==> src/rtl/zx_sram_pkg.sv <==
// zx_sram_pkg: shared types and helpers for the ULA SRAM arbiter slice.
//   sram_state_t     - access sequencer states (IDLE, SETUP, STROBE, HOLD)
//   TURNAROUND       - minimum IDLE cycles between two SRAM transactions
//   MAX_CHANNELS     - widest request vector the helpers handle
//   onehot_to_index  - index of the set bit of a one-hot vector
package zx_sram_pkg;

  typedef enum logic [1:0] {
    IDLE   = 2'd0,
    SETUP  = 2'd1,
    STROBE = 2'd2,
    HOLD   = 2'd3
  } sram_state_t;

  // The sequencer always returns through IDLE for one cycle, which gives
  // the data bus one cycle to turn around between masters.
  localparam int TURNAROUND = 1;

  localparam int MAX_CHANNELS = 8;

  // For a one-hot input returns the position of the set bit; all-zero
  // input returns 0.
  function automatic logic [2:0] onehot_to_index(input logic [MAX_CHANNELS-1:0] oh);
    logic [2:0] idx;
    idx = '0;
    for (int i = 0; i < MAX_CHANNELS; i++) begin
      if (oh[i]) idx = 3'(i);
    end
    return idx;
  endfunction

endpackage

==> src/rtl/zx_rr_arbiter.sv <==
// zx_rr_arbiter: round-robin arbiter with optional fixed priority for bit 0.
//   clk, rst_n  - clock, asynchronous active-low reset
//   req [N]     - request vector
//   advance     - the current grant is being taken; move the pointer
//   gnt [N]     - one-hot grant (combinational from req and pointer)
// With FIXED_PRIO0=1 bit 0 wins whenever it requests and its wins leave the
// pointer untouched, so the other channels keep their rotation order.
module zx_rr_arbiter
  import zx_sram_pkg::*;
#(
  parameter int N           = 3,
  parameter bit FIXED_PRIO0 = 1'b1
) (
  input  logic         clk,
  input  logic         rst_n,
  input  logic [N-1:0] req,
  input  logic         advance,
  output logic [N-1:0] gnt
);

  generate
    if (N == 1) begin : g_single
      // A single master needs no arbitration.
      assign gnt = req;
      logic unused;
      assign unused = ^{clk, rst_n, advance};
    end else begin : g_rr
      localparam int PW = $clog2(N);
      localparam logic [PW-1:0] PTR_RST = FIXED_PRIO0 ? PW'(1) : '0;

      logic [PW-1:0]           ptr;
      logic [PW-1:0]           ptr_next;
      logic [MAX_CHANNELS-1:0] gnt_pad;

      // Search from the pointer upwards with wrap. The loop runs from the
      // farthest offset to the nearest so the nearest requester overrides.
      always_comb begin
        logic [PW:0] sum;
        gnt = '0;
        sum = '0;
        if (FIXED_PRIO0 && req[0]) begin
          gnt[0] = 1'b1;
        end else begin
          for (int k = N - 1; k >= 0; k--) begin
            sum = {1'b0, ptr} + (PW+1)'(k);
            if (sum >= (PW+1)'(N)) sum = sum - (PW+1)'(N);
            if (req[sum[PW-1:0]]) begin
              gnt = '0;
              gnt[sum[PW-1:0]] = 1'b1;
            end
          end
        end
      end

      always_comb begin
        logic [3:0] nxt;
        gnt_pad        = '0;
        gnt_pad[N-1:0] = gnt;
        nxt = {1'b0, onehot_to_index(gnt_pad)} + 4'd1;
        if (nxt >= 4'(N)) nxt = '0;
        ptr_next = nxt[PW-1:0];
      end

      always_ff @(posedge clk or negedge rst_n) begin
        if (!rst_n) begin
          ptr <= PTR_RST;
        end else if (advance && (|gnt) && !(FIXED_PRIO0 && gnt[0])) begin
          ptr <= ptr_next;
        end
      end
    end
  endgenerate

endmodule

==> src/rtl/zx_sram_arbiter.sv <==
// zx_sram_arbiter: N-master arbiter and strobe generator for the shared
// 8-bit asynchronous video SRAM behind the ULA.
//   clk28, rst_n     - 28 MHz clock, asynchronous active-low reset
//   req/we/addr/wdata- per-channel request, direction and packed operands
//   gnt, done, rdata - per-channel grant, completion pulse, read data
//   va, vd_o, vd_oe  - SRAM address, write data, data bus output enable
//   vd_i             - SRAM read data
//   n_vrd, n_vwr     - active-low SRAM read/write strobes
//
// Handshake: a master raises req[i] with we/addr/wdata valid and keeps it
// high until it sees done[i]. we/addr/wdata are captured on the clock edge
// that raises gnt[i]; later changes are ignored. gnt[i] stays high for the
// whole transaction and falls on the same edge that raises the one-cycle
// done[i] pulse. A transaction, once granted, always completes even if req
// is withdrawn. rdata is valid in the done cycle and held until the next
// read completes.
module zx_sram_arbiter
  import zx_sram_pkg::*;
#(
  parameter int CHANNELS      = 3,
  parameter int AW            = 19,
  parameter int DW            = 8,
  parameter int ACCESS_CYCLES = 2,
  parameter bit FIXED_PRIO0   = 1'b1
) (
  input  logic                   clk28,
  input  logic                   rst_n,
  input  logic [CHANNELS-1:0]    req,
  input  logic [CHANNELS-1:0]    we,
  input  logic [CHANNELS*AW-1:0] addr,
  input  logic [CHANNELS*DW-1:0] wdata,
  output logic [CHANNELS-1:0]    gnt,
  output logic [CHANNELS-1:0]    done,
  output logic [DW-1:0]          rdata,
  output logic [AW-1:0]          va,
  output logic [DW-1:0]          vd_o,
  output logic                   vd_oe,
  input  logic [DW-1:0]          vd_i,
  output logic                   n_vrd,
  output logic                   n_vwr
);

  localparam int CW = (ACCESS_CYCLES > 1) ? $clog2(ACCESS_CYCLES) : 1;
  localparam logic [CW-1:0] CNT_LAST = CW'(ACCESS_CYCLES - 1);

  sram_state_t         state;
  logic [CW-1:0]       cnt;
  logic                is_wr;
  logic [CHANNELS-1:0] arb_gnt;
  logic                arb_advance;
  logic [AW-1:0]       sel_addr;
  logic [DW-1:0]       sel_wdata;
  logic                sel_we;

  assign arb_advance = (state == IDLE) && (|req);

  zx_rr_arbiter #(
    .N           (CHANNELS),
    .FIXED_PRIO0 (FIXED_PRIO0)
  ) u_arb (
    .clk     (clk28),
    .rst_n   (rst_n),
    .req     (req),
    .advance (arb_advance),
    .gnt     (arb_gnt)
  );

  // Operand mux driven by the one-hot arbiter result.
  always_comb begin
    sel_addr  = '0;
    sel_wdata = '0;
    sel_we    = 1'b0;
    for (int i = 0; i < CHANNELS; i++) begin
      if (arb_gnt[i]) begin
        sel_addr  = addr[i*AW +: AW];
        sel_wdata = wdata[i*DW +: DW];
        sel_we    = we[i];
      end
    end
  end

  always_ff @(posedge clk28 or negedge rst_n) begin
    if (!rst_n) begin
      state <= IDLE;
      cnt   <= '0;
      is_wr <= 1'b0;
      gnt   <= '0;
      done  <= '0;
      rdata <= '0;
      va    <= '0;
      vd_o  <= '0;
      vd_oe <= 1'b0;
      n_vrd <= 1'b1;
      n_vwr <= 1'b1;
    end else begin
      done <= '0;
      case (state)
        IDLE: begin
          if (|req) begin
            gnt   <= arb_gnt;
            va    <= sel_addr;
            vd_o  <= sel_wdata;
            is_wr <= sel_we;
            cnt   <= '0;
            if (sel_we) begin
              // Drive the bus one cycle ahead of the write strobe.
              vd_oe <= 1'b1;
              state <= SETUP;
            end else begin
              n_vrd <= 1'b0;
              state <= STROBE;
            end
          end
        end
        SETUP: begin
          n_vwr <= 1'b0;
          state <= STROBE;
        end
        STROBE: begin
          if (cnt == CNT_LAST) begin
            n_vrd <= 1'b1;
            n_vwr <= 1'b1;
            if (!is_wr) rdata <= vd_i;
            state <= HOLD;
          end else begin
            cnt <= cnt + CW'(1);
          end
        end
        HOLD: begin
          // va/vd_o stay put through this cycle for SRAM write hold time.
          done  <= gnt;
          gnt   <= '0;
          vd_oe <= 1'b0;
          state <= IDLE;
        end
        default: state <= IDLE;
      endcase
    end
  end

endmodule

==> config.mk <==
export PLATFORM = sky130hd
export DESIGN_NAME = zx_sram_arbiter
export DESIGN_NICKNAME = d
export VERILOG_FILES = /design/src/rtl/zx_sram_pkg.sv /design/src/rtl/zx_rr_arbiter.sv /design/src/rtl/zx_sram_arbiter.sv
export SDC_FILE = /design/constraint.sdc
export NUM_CORES = 1
export LEC_CHECK = 0
export BUFFER_PORTS_ARGS = -buffer_cell sky130_fd_sc_hd__buf_2
export CAP_MARGIN = 20
export CORE_AREA = 2 2 86 88
export CTS_CLUSTER_DIAMETER = 30
export CTS_CLUSTER_SIZE = 8
export DETAILED_ROUTE_END_ITERATION = 6
export DIE_AREA = 0 0 88 90
export PLACE_DENSITY = 0.74
export SLEW_MARGIN = 20
export SYNTH_ARGS = -nofsm -noshare
export SYNTH_HDL_FRONTEND = slang
export SYNTH_SLANG_ARGS = --single-unit
==> constraint.sdc <==
create_clock -name clk28 -period 4.2 [get_ports clk28]
set_input_delay 0.21 -clock clk28 [delete_from_list [all_inputs] [get_ports clk28]]
set_output_delay 0.21 -clock clk28 [all_outputs]
set_load 0.03 [all_outputs]
==> metrics.txt, run 1 <==
setup bufs post-CTS=0; Worst Path Max Fanout=16; post-synthesis async set-or-reset flop share=1.00; initial core utilization=0.437; CTS clock-pin slew for the worst setup and hold paths=90 ps; syn_area_per_cell=approximately 9.7 µm²; Layout Cells excl Fill=between 500 and 600; initial antenna violation count=0; fin crit share=0.711; Max-slew headroom=0.516; net switching power figure=roughly 0.0015 W; H-tree depth=2; Routed Antenna Nets=0; largest net degree at the start of global routing=51; clock latency on the worst-skew pair=between 300 and 400 ps; Pre-antenna DRT Iters=4; fill cell count=roughly 630; final setup margin=between 1000 and 1500 ps; Total GRT Usage=0.212; first-pass GRT wire length=~14 mm; dominant synthesized flop cell=dfrtp_1; Comb pwr share=0.623; EDFF count, synth=0; Setup CP Type=flip-flop to flip-flop; Clock Skews=about 8.4 ps; fin. max-slew vios=0; Sink Count=50; critical path capture point type=flip-flop; layout cells sized above 1=0.467; Post-Synthesis Cells=roughly 320; Final Wtd Congestion=0.794; cell type with the largest total area after synthesis=dfrtp_1; Worst Max-Slew Pin Slew=approximately 730 ps; final instance area=between 0.003 and 0.004 mm²; Pint=between 0.0015 and 0.002 W; CP cell instances=inv_1, ha_1, inv_1, o21ai_0, a2111oi_2, or2_2, o211ai_2, and2_1, a22o_1; Layout Nets=between 500 and 600; synthesized area=roughly 0.0031 mm²; crit-path max cell delay=~550 ps; CTS Buf Count=5; Layout area overhead=28.0%; Seq pwr share=0.266; Peak Freq=roughly 340 MHz; maximum resistive drop on vdd=approximately 0.32 mV; Setup WS pre-CTS=about 1300 ps; CP Launch Type=flip-flop; Crit-path slowest cell=dfstp_2; critical path data arrival time=around 3200 ps; CP required=about 4400 ps; Rows=31; Commonest cells post-synth=68 x nand2_1, 47 x dfrtp_1, 20 x a21oi_2, 19 x and3_1, 18 x o221ai_1; Util after Layout=0.560; Pwr Density=between 700 and 800 mW/mm²; maximum clock insertion buffer count=2; switching share of power=0.490; top-area cell type share of the netlist area=0.383; most frequent CP cell=inv_1; Diodes inserted=0; placed insts=roughly 540; clock power share=0.111; top cells by area, synth=dfrtp_1 38%, nand2_1 8.3%, a21oi_2 5.7%; count leader, synth=nand2_1; share of the yosys chip area belonging to registers=0.409; Synth Net Count=between 400 and 500; Die H=around 90 µm; Hold-fix buffers, CTS=0; root buffer cell=clkbuf_8; die width=approximately 90 µm; min-delay worst type=input pin to asynchronous set/reset pin; Core ar.=between 0.007 and 0.008 mm²; Routed WL per cell=around 16 µm; PortBufs=140; DR DRC count=0; Die ar.=0.00792 mm²; initial drt markers=roughly 100; Final Hold Violating Endpoints=0; dpl cell area=0.00382 mm²; Yosys reg bits=50; Static Leak=1.94 nW; gr ovfl total=0; final WL=8.53 mm; unrepaired setup endpoints after global routing=no; vias in the first global route=roughly 2.9k; CTS tree=built; Final Setup Violations=0; setup TNS=0 ps; io pins=approximately 140; Min Clock Period, post-route=around 3000 ps; total number of vias=between 2k and 3k; Vias/cell=5.42; yosys warns=0; DP HPWL=~6.0 mm; Worst Path Buf+Inv=2; Yosys cell types=47; Max-cap violations=0; outcome=finished clean; CP delay by family, top=compound AO/OA/AOI/OAI gates; cts repair resizes=0
==> final timing paths <==
path                       cells past startpoint  slack (ps)         startpoint       end
setup / recovery                               9        1220  u_arb.g_rr.ptr[0]     is_wr
hold / removal                                 2           6              rst_n       cnt
setup reg to reg                               9        1220  u_arb.g_rr.ptr[0]     is_wr
hold reg to reg                                2         480              n_vwr     n_vwr
max in group asynchronous                      2        3770              rst_n    va[17]
min in group clk28                             2         130            vd_i[0]  rdata[0]
==> registers in the layout, summed over array words and instances, names as in the netlist <==
signal and cells:
is_wr 1, u_arb.g_rr.ptr 2, state 2, vd_oe 1
cnt 1, gnt 3, n_vrd 1, vd_o 8
n_vwr 1, done 3, va 19, rdata 8
==> per-stage QoR <==
stage | hold WS (ps) | total power, W
after floorplan | -85.6 | 0.00231
after global placement | 363 | 0.00272
after detailed placement | 368 | 0.00277
after CTS | 26.9 | 0.00312
after global routing | 61.2 | 0.00333
final | 6.38 | 0.00310
==> cell type report <==
cell class                 instances  area [µm²]  area share
sequential                        50        1250       0.319
clock buffer                       7        76.3      0.0194
inverter                          10        37.5     0.00955
timing repair buffer             146         746       0.190
tap                               99         124      0.0315
clock inverter                     1        30.0     0.00764
multi-input combinational        236        1660       0.423
==> cell families (layout without fill, tap and decap cells) <==
family | count (synthesis) | in the layout | synth area share
simple gates | 126 | 126 | 0.215
compound gates | 91 | 91 | 0.251
flops | 50 | 50 | 0.409
buf+inv | 31 | 164 | 0.0530
mux | 10 | 10 | 0.0359
fa+ha+maj | 9 | 9 | 0.0367
==> metal layers <==
metal  share of wire  GRT usage
met5               0          0
met4           0.014     0.0590
met2            0.50      0.359
met1            0.43      0.272
met3           0.063     0.0395
==> placed cells by master, fill, tap and decap left out, types with 2 or more instances in the layout <==
cell type,n
and3_1,19
clkbuf_8,5
o221ai_2,9
clkbuf_1,2
nor2b_1,2
nand3_1,3
dfstp_2,3
o21ai_0,14
mux2i_1,2
o221ai_1,18
ha_1,9
buf_4,6
or2_2,2
a21oi_2,20
inv_1,10
dfrtp_1,47
a22oi_1,2
and2_1,4
mux2_2,8
a311oi_1,3
nand2_1,68
a21oi_1,12
nor2_1,5
nand3b_1,2
a32oi_1,2
and3_4,9
buf_2,140
a2111oi_2,2
nor3_1,2
==> power groups by stage <==
stage	clock network (W)	registers, W	logic [W]
global route	0.000364	0.000854	0.00211
finish	0.000345	0.000826	0.00193
floorplan	0	0.00117	0.00114
global placement	0	0.000827	0.00189
CTS	0.000347	0.000826	0.00194
detailed placement	0	0.000830	0.00194
==> worst register-to-register path: cells and delay by family (launching register included) <==
kind                       cells  cell delay (ps)
AOI/OAI and AO/OA              4             1040
and+or+nand+nor                2              700
DFF                            1              550
adders and majority gates      1              400
buffers and inverters          2              170
Note: power is estimated with default switching activity, not from simulation.
==> run 2: changes to the inputs <==
==> constraint.sdc (replaced) <==
create_clock -name clk28 -period 2.75 [get_ports clk28]
set_input_delay 0.1375 -clock clk28 [delete_from_list [all_inputs] [get_ports clk28]]
set_output_delay 0.1375 -clock clk28 [all_outputs]
set_load 0.03 [all_outputs]
==> metrics.txt, run 2 (same netlist as run 1, synthesis figures left out) <==
Layout Nets=563 (+1.4%); Final Setup Violations=0 (unchanged); CP Launch Type=flip-flop; root buffer cell=clkbuf_8; H-tree depth=2 (unchanged); Die H=90 µm (unchanged); Routed WL per cell=15.4 µm (-1.1%); Vias/cell=5.29 (-2.5%); outcome=finished clean; fin. max-slew vios=0 (unchanged); crit-path max cell delay=550 ps (about the same); Pre-antenna DRT Iters=4 (unchanged); Final Hold Violating Endpoints=0 (unchanged); Min Clock Period, post-route=2570 ps (-413 ps); Max-cap violations=0 (unchanged); critical path capture point type=flip-flop; Diodes inserted=0 (unchanged); DR DRC count=0 (unchanged); Clock Skews=3.13 ps (-5.30 ps); critical path data arrival time=2740 ps (-450 ps); CTS Buf Count=5 (unchanged); biggest regs=va (19), rdata (8), vd_o (8); io pins=141 (unchanged); Rows=31 (unchanged); Sink Count=50 (unchanged); final setup margin=178 ps (-1040 ps); fin crit share=0.935 (+0.225); maximum resistive drop on vdd=0.454 mV (+40%); Pwr Density=1190 mW/mm² (+51%); hold slack=68.8 ps (+62.4 ps); CP required=2910 ps (-1490 ps); Largest register FFs=19 (unchanged); Setup CP Type=flip-flop to flip-flop; min-delay worst type=input pin to flip-flop; Static Leak=1.98 nW (+1.8%); DP HPWL=6.20 mm (+3.9%); placed insts=546 (+0.92%); Peak Freq=389 MHz (+16%); CP cell instances=ha_1, mux2i_1, a311oi_1, a2111oi_2, buf_4, nor2_2, buf_12, and3_1, a21oi_1, o221ai_1; Total GRT Usage=0.212 (about the same); Max-slew headroom=0.547 (+0.0309); Core ar.=0.00702 mm² (unchanged); CP delay by family, top=compound AO/OA/AOI/OAI gates; Die ar.=0.00792 mm² (unchanged); first-pass GRT wire length=13.5 mm (about the same); Final Wtd Congestion=0.864 (+8.9%); Layout Cells excl Fill=557 (+1.5%); PortBufs=140 (unchanged); Worst Path Buf+Inv=2 (unchanged); die width=88 µm (unchanged); Util after Layout=0.570 (+0.0102); initial core utilization=0.437 (unchanged); maximum clock insertion buffer count=2 (unchanged); clock latency on the worst-skew pair=290 ps (-20 ps); CTS tree=built; final WL=8.56 mm (+0.30%); unrepaired setup endpoints after global routing=no; commonest non-fill, non-tap cell in the layout=buf_2; Setup WS pre-CTS=172 ps (-1120 ps); gr ovfl total=0 (unchanged); Routed Antenna Nets=0 (unchanged); Worst Path Max Fanout=29 (+13); Worst Max-Slew Pin Slew=679 ps (-46.3 ps); total number of vias=2945 (-1.0%); vias in the first global route=2978 (+3.1%); Crit-path slowest cell=dfstp_2; initial drt markers=107 (+5.9%); initial antenna violation count=0 (unchanged); layout cells sized above 1=0.478 (+0.0115); CTS clock-pin slew for the worst setup and hold paths=80 ps (about the same); setup TNS=0 ps (unchanged); most frequent cells in the layout=140 x buf_2, 68 x nand2_1, 47 x dfrtp_1, 20 x a21oi_2, 19 x and3_1; Layout area overhead=30.4%; Top reg by flops=va; largest net degree at the start of global routing=31 (-39%)
-- run 2: repair_timing --
action | in CTS | in global routing
setup buffers | 0 | 1
hold buffers | 1 | 0
resized for setup | 0 | 3
setup endpoints to repair | 0 | 17
hold endpoints to repair | 27 | 0
-- run 2: area by class of cell --
class                      instances  area [µm²]
tap                               99         124
fill                             635        3020
multi-input combinational        237        1680
clock buffer                       7        86.3
clock inverter                     1        5.00
sequential                        50        1250
inverter                          10        37.5
timing repair buffer             153         813
-- run 2: path summary, 6_finish.rpt --
path / start / end / slack (ps) / depth (start not counted)
max: u_arb.g_rr.ptr[0] / vd_o[4] / 180 / 10
min reg2reg: n_vwr / n_vwr / 480 / 2
min: vd_i[4] / rdata[4] / 70 / 2
max in group asynchronous: rst_n / u_arb.g_rr.ptr[0] / 1570 / 3
min in group asynchronous: rst_n / state[1] / 380 / 2
max reg2reg: u_arb.g_rr.ptr[0] / vd_o[4] / 180 / 10
-- run 2: stage by stage --
stage | cell area, µm² | total power (W)
2_1_floorplan | 3070 | 0.00353
3_3_place_gp | 3870 | 0.00423
3_5_place_dp | 3870 | 0.00432
4_1_cts | 3970 | 0.00475
6_report | 4000 | 0.00478
5_1_grt | 4000 | 0.00515
-- run 2: routing by layer --
metal | track usage | up-vias | routed length, µm
li1 | - | 1432 | -
met2 | 0.366 | 124 | 4230
met4 | 0.0679 | 0 | 112
met1 | 0.267 | 1377 | 3660
met3 | 0.0321 | 12 | 555
met5 | 0 | - | 0
-- run 2: power by group --
| group | internal (W) | total (W) | switching, W |
|---|---|---|---|
| sequential | 0.00108 | 0.00126 | 0.000184 |
| clock | 0.000203 | 0.000432 | 0.000229 |
| combinational | 0.00115 | 0.00309 | 0.00193 |
| total | 0.00243 | 0.00478 | 0.00235 |
